**src/rtl/sd_frame_controller.sv**
```systemverilog
// sd_frame_controller: sequences an external non-overlapping Moore detector
// (pattern 110101) over fixed-length serial frames.
//
// Ports:
//   clk, reset            rising-edge clock; asynchronous active-high reset
//   start                 request a frame (honoured only in IDLE)
//   abort                 cancel the active frame without a done pulse
//   bit_in, bit_valid     serial bit source
//   in_ready              controller accepts bits (WAIT or RUN)
//   det_x, det_rst, det_y detector stimulus, registered reset, detector output
//   busy                  frame in progress (WAIT, RUN, DRAIN)
//   done                  one-cycle pulse on frame completion or gap
//   err                   sticky gap flag for the current/last frame
//   match_count           saturating detector hits for the current/last frame
module sd_frame_controller #(
  parameter int unsigned FRAME_LEN = 12,
  parameter int unsigned CNT_W     = 8
) (
  input  logic             clk,
  input  logic             reset,
  input  logic             start,
  input  logic             abort,
  input  logic             bit_in,
  input  logic             bit_valid,
  output logic             in_ready,
  output logic             det_x,
  output logic             det_rst,
  input  logic             det_y,
  output logic             busy,
  output logic             done,
  output logic             err,
  output logic [CNT_W-1:0] match_count
);

  localparam int unsigned BCNT_W = $clog2(FRAME_LEN + 1);
  localparam logic [BCNT_W-1:0] LAST_IDX = BCNT_W'(FRAME_LEN - 1);
  localparam logic [CNT_W-1:0]  CNT_MAX  = {CNT_W{1'b1}};

  typedef enum logic [1:0] {
    IDLE  = 2'd0,
    WAIT  = 2'd1,
    RUN   = 2'd2,
    DRAIN = 2'd3
  } state_t;

  state_t            state, state_d;
  logic              det_rst_d, done_d, err_d;
  logic [CNT_W-1:0]  cnt_d;
  logic [BCNT_W-1:0] bit_cnt, bit_cnt_d;

  // Status decoded directly from the state register.
  assign in_ready = (state == WAIT) || (state == RUN);
  assign busy     = (state != IDLE);
  assign det_x    = bit_in & bit_valid & in_ready;

  // State and status registers.
  always_ff @(posedge clk or posedge reset) begin
    if (reset) begin
      state       <= IDLE;
      det_rst     <= 1'b1;
      done        <= 1'b0;
      err         <= 1'b0;
      match_count <= '0;
      bit_cnt     <= '0;
    end else begin
      state       <= state_d;
      det_rst     <= det_rst_d;
      done        <= done_d;
      err         <= err_d;
      match_count <= cnt_d;
      bit_cnt     <= bit_cnt_d;
    end
  end

  // Next-state and register-input logic.
  always_comb begin
    state_d   = state;
    det_rst_d = det_rst;
    done_d    = 1'b0;
    err_d     = err;
    cnt_d     = match_count;
    bit_cnt_d = bit_cnt;

    // det_y reflects the bit consumed on the previous edge, so it is only
    // meaningful once a bit has gone in (RUN, and the final bit in DRAIN).
    if (((state == RUN) || (state == DRAIN)) && det_y && (match_count != CNT_MAX)) begin
      cnt_d = match_count + CNT_W'(1);
    end

    unique case (state)
      IDLE: begin
        det_rst_d = 1'b1;
        if (start) begin
          det_rst_d = 1'b0;
          cnt_d     = '0;
          err_d     = 1'b0;
          bit_cnt_d = '0;
          state_d   = WAIT;
        end
      end
      WAIT: begin
        if (abort) begin
          det_rst_d = 1'b1;
          state_d   = IDLE;
        end else if (bit_valid) begin
          bit_cnt_d = BCNT_W'(1);
          state_d   = RUN;
        end
      end
      RUN: begin
        if (abort) begin
          det_rst_d = 1'b1;
          state_d   = IDLE;
        end else if (bit_valid) begin
          bit_cnt_d = bit_cnt + BCNT_W'(1);
          if (bit_cnt == LAST_IDX) begin
            state_d = DRAIN;
          end
        end else begin
          // Stream gap: terminate the frame with an error.
          err_d     = 1'b1;
          done_d    = 1'b1;
          det_rst_d = 1'b1;
          state_d   = IDLE;
        end
      end
      DRAIN: begin
        det_rst_d = 1'b1;
        state_d   = IDLE;
        done_d    = ~abort;
      end
      default: begin
        det_rst_d = 1'b1;
        state_d   = IDLE;
      end
    endcase
  end

endmodule

```
**config.mk**
```make
export PLATFORM = sky130hd
export DESIGN_NAME = sd_frame_controller
export DESIGN_NICKNAME = d
export VERILOG_FILES = /design/src/rtl/sd_frame_controller.sv
export SDC_FILE = /design/constraint.sdc
export NUM_CORES = 1
export LEC_CHECK = 0
export BUFFER_PORTS_ARGS = -buffer_cell sky130_fd_sc_hd__buf_2
export CORE_MARGIN = 1.5
export CORE_UTILIZATION = 47
export DETAILED_ROUTE_END_ITERATION = 6
export GPL_ROUTABILITY_DRIVEN = 0
export HOLD_SLACK_MARGIN = 0.08
export PLACE_DENSITY_LB_ADDON = 0.05
export SLEW_MARGIN = 20
export SYNTH_ARGS = -nofsm -noshare
export SYNTH_HDL_FRONTEND = slang
export SYNTH_SLANG_ARGS = --single-unit
```
**constraint.sdc**
```tcl
create_clock -name clk -period 1.8 [get_ports clk]
set_clock_uncertainty 0.1 [all_clocks]
set_input_delay 0.36 -clock clk [delete_from_list [all_inputs] [get_ports clk]]
set_output_delay 0.36 -clock clk [all_outputs]
set_load 0.1 [all_outputs]
```
==> results.sh <==
export IMPL_status="finished with violations"
export IMPL_violations_in_the_final_reports="setup timing"
export IMPL_cp_data_arrival_time_ns=1.37
export IMPL_drv_cap=0
export IMPL_ir_drop_mv=1.242
export IMPL_post_drt_wl_per_cell_um=12.92
export IMPL_layout_area_overhead_vs_synth_pct=37.92
export IMPL_setup_viol_count_final=3
export IMPL_grt_start_max_net_pins=13
export IMPL_clkSlewWorstSetupHoldPaths_ns=0.10
export IMPL_slew_violations=0
export IMPL_power_mw=2.098
export IMPL_design_core_area_sq_mm=0.001982
export IMPL_crit_path_cell_trace="inv_2, ha_4, and3_4, buf_12"
export IMPL_fmaxAchievable_mhz=547.8
export IMPL_clockBufferDepth=2
export IMPL_io_pins=21
export IMPL_worst_path_max_fanout=4
export IMPL_yosysWarnings=0
export IMPL_cp_data_required_time_ns=1.34
export IMPL_category_of_the_critical_setup_timing_path="reg -> out"
export IMPL_worst_path_max_delay_cell="sky130_fd_sc_hd__dfrtp_1"
export IMPL_grt_ovfl_total=0
export IMPL_std_cell_rows=16
export IMPL_detailedPlacementHpwl_um=1578
export IMPL_final_period_minus_worst_setup_slack_ns=1.826
export IMPL_tightest_slew_ns=0.4866
export IMPL_grt_total_usage=0.1950
export IMPL_reg2reg_slack_ns=0
export IMPL_starting_density=0.5044
export IMPL_fillCellCount=159
export IMPL_type_of_element_capturing_the_critical_path="output port"
export IMPL_ys_ff_latch=17
export IMPL_die_w_um=49.12
export IMPL_clock_sinks=17
export IMPL_grt_antenna_before_repair=0
export IMPL_detail_route_drc_violations=0
export IMPL_cts_buffers_inserted=3
export IMPL_die_h_um=49.12
export IMPL_power_density_mw_per_mm2=1521
export IMPL_crit_path_start_kind="flip-flop"
export IMPL_drt_pass1_iterations=5
export IMPL_postSynthAreaPerCell_sq_um=9.343
export IMPL_gate_count_of_the_mapped_netlist=107
export IMPL_multi_input_logic_area_sq_um=585.6
export IMPL_synth_cell_types=37
export IMPL_antenna_left=0
export IMPL_vias_in_the_first_global_route=893
export IMPL_clock_tree_from_tritoncts="built"
export IMPL_postLayoutSetupSlackWorst_ns=-0.02559
export IMPL_fp_dieArea_sq_mm=0.002413
export IMPL_synthesis_area_sq_um=999.7
export IMPL_min_path_type="in -> reg"
export IMPL_fraction_of_layout_instances_using_a_drive_strength_above_1=0.4126
export IMPL_vias=933
export IMPL_final_min_period_over_clock_period=1.014
export IMPL_crit_family="flip-flops"
export IMPL_clock_root_buffer="sky130_fd_sc_hd__clkbuf_4"
export IMPL_final_nets=158
export IMPL_final_hold_viol_count=0
export IMPL_crit_path_max_incr_delay_ns=0.38
export IMPL_detailedPlace_worstSlack_ns=0.01520
export IMPL_first_iter_violations=14
export IMPL_synth_seq_area_share=0.4268
export IMPL_detail_route_wirelength_um=2196
export IMPL_timing_slew_headroom=0.6778
export IMPL_worstSkewPairLatency_ns=0.29
export IMPL_grt_setup_unrepaired="true"
export IMPL_cts_htree_levels=1
export IMPL_layout_area_seq_sq_um=441.7
export IMPL_io_buffer_count=20
export IMPL_critical_path_n_buffers_inverters=2
export IMPL_drt_vias_per_instance=5.488
export IMPL_synthesized_net_count=121
export IMPL_grt_first_pass_wirelength_um=3677
export IMPL_num_antenna_cells=0
export IMPL_cellLeakagePower_nw=0.6359
## worst reg2reg max path: stages, from the launching register on
cell and delay (ns):
sky130_fd_sc_hd__dfrtp_1 0.41, sky130_fd_sc_hd__inv_2 0.11, sky130_fd_sc_hd__ha_2 0.21, sky130_fd_sc_hd__o21ai_1 0.09
sky130_fd_sc_hd__or2_1 0.26, sky130_fd_sc_hd__or4_1 0.43, sky130_fd_sc_hd__a21oi_2 0.14
## synthesized netlist by cell type
cell	number	area share
sky130_fd_sc_hd__o21a_1	1	0.0075
sky130_fd_sc_hd__nor2b_1	4	0.025
sky130_fd_sc_hd__nor3_1	3	0.015
sky130_fd_sc_hd__a21o_1	1	0.0075
sky130_fd_sc_hd__nand3_1	5	0.025
sky130_fd_sc_hd__dfrtp_1	16	0.40
sky130_fd_sc_hd__o31a_1	1	0.0088
sky130_fd_sc_hd__or3_1	1	0.0063
sky130_fd_sc_hd__a22o_1	2	0.018
sky130_fd_sc_hd__or4_1	1	0.0075
sky130_fd_sc_hd__o2bb2ai_1	1	0.0088
sky130_fd_sc_hd__xnor2_1	1	0.0088
sky130_fd_sc_hd__mux2i_1	2	0.020
sky130_fd_sc_hd__a31oi_1	1	0.0063
sky130_fd_sc_hd__a211oi_1	3	0.023
sky130_fd_sc_hd__o211ai_1	1	0.0075
sky130_fd_sc_hd__dfstp_2	1	0.026
sky130_fd_sc_hd__o21ai_0	6	0.030
sky130_fd_sc_hd__a21oi_1	9	0.045
sky130_fd_sc_hd__o211a_1	2	0.020
sky130_fd_sc_hd__nand2_1	6	0.023
sky130_fd_sc_hd__nand2b_1	2	0.013
sky130_fd_sc_hd__nor2_1	8	0.030
sky130_fd_sc_hd__and2_2	1	0.0075
sky130_fd_sc_hd__xor2_1	1	0.0088
sky130_fd_sc_hd__ha_1	7	0.088
sky130_fd_sc_hd__and3_1	3	0.019
sky130_fd_sc_hd__o31ai_1	1	0.0075
sky130_fd_sc_hd__nand4_1	2	0.013
sky130_fd_sc_hd__or2_1	1	0.0063
sky130_fd_sc_hd__nand3_2	1	0.010
sky130_fd_sc_hd__and4_1	1	0.0088
sky130_fd_sc_hd__mux2_2	1	0.011
sky130_fd_sc_hd__clkbuf_1	1	0.0038
sky130_fd_sc_hd__o21ai_1	1	0.0050
sky130_fd_sc_hd__inv_1	7	0.026
sky130_fd_sc_hd__buf_2	1	0.0050
## repair_timing
action,4_1_cts,5_1_grt
hold endpoints to repair,11,0
setup buffers,5,4
pin swaps,1,0
hold buffers,1,0
endpoints found under the setup margin,3,10
gates resized for setup,1,6
## cells in the final DEF (no fill, tap or decap), types with 3 or more instances in the layout
cell | netlist | routed
sky130_fd_sc_hd__nor2b_1 | 4 | 4
sky130_fd_sc_hd__clkbuf_4 | 0 | 3
sky130_fd_sc_hd__buf_4 | 0 | 11
sky130_fd_sc_hd__inv_1 | 7 | 4
sky130_fd_sc_hd__ha_1 | 7 | 4
sky130_fd_sc_hd__dfrtp_2 | 0 | 6
sky130_fd_sc_hd__nand2_1 | 6 | 6
sky130_fd_sc_hd__a21oi_1 | 9 | 8
sky130_fd_sc_hd__buf_2 | 1 | 17
sky130_fd_sc_hd__nand3_1 | 5 | 5
sky130_fd_sc_hd__dfrtp_1 | 16 | 8
sky130_fd_sc_hd__buf_12 | 0 | 3
sky130_fd_sc_hd__a211oi_1 | 3 | 3
sky130_fd_sc_hd__o21ai_0 | 6 | 5
sky130_fd_sc_hd__nor2_1 | 8 | 8
## final timing paths
kind	cells after the start	from	to
setup / recovery	4	state[0]	det_x
hold / removal	2	abort	done
setup reg to reg	6	state[0]	match_count[5]
hold reg to reg	1	match_count[2]	match_count[2]
max in group asynchronous	4	reset	det_rst
min in group asynchronous	3	reset	bit_cnt[3]
## logic make-up after synthesis
kind of cell / after synthesis / synth area share
AOI/OAI and AO/OA: 30 / 0.1940
xor gates and xnor gates: 2 / 0.01753
muxes: 3 / 0.03129
adders and majority gates: 7 / 0.08761
buffers and inverters: 9 / 0.03504
and+or+nand+nor: 39 / 0.2078
DFF: 17 / 0.4268
## through the flow
step	area [sq um]	hold slack [ns]	utilization	instances	setup TNS, ns
floorplan	1049	0.1850	-	107	-0.1249
CTS	1328	0.1705	0.6698	166	-0.01843
detailed placement	1249	0.2866	0.6301	156	0
finish	1379	0.1855	0.6957	170	-0.03163
global placement	1249	0.2816	0.6301	156	0
global route	1379	0.1999	0.6957	170	-0.4415
## power by group
part | leakage, nW | switching, mW | internal [mW]
Sequential | 0.216 | 0.0542 | 0.456
Clock | 0.0177 | 0.123 | 0.0826
Combinational | 0.402 | 0.867 | 0.515
Total | 0.636 | 1.04 | 1.05
## routing by layer
layer / wire (um) / GRT usage / part of all wire / vias to the layer above
met2: 1135 / 0.3536 / 0.52 / 23
li1: - / - / - / 464
met3: 62 / 0.02761 / 0.028 / 8
met5: 0 / 0 / 0 / -
met4: 19 / 0.05714 / 0.0087 / 0
met1: 979 / 0.2372 / 0.45 / 438
## flip-flops by register name (all words and copies together), names as in the netlist
name / flops
match_count: 8
bit_cnt: 4
det_rst: 1
err: 1
state: 2
done: 1
## final cells by class
| class | instances | area share |
|---|---|---|
| clock inverters | 1 | 0.003630 |
| repair buffers | 34 | 0.1887 |
| flip-flops and latches | 17 | 0.3203 |
| clock buffers | 3 | 0.01633 |
| inverters | 7 | 0.02178 |
| multi-input cells | 81 | 0.4247 |
| well taps | 27 | 0.02450 |
Power figures use the tool's default switching activity.
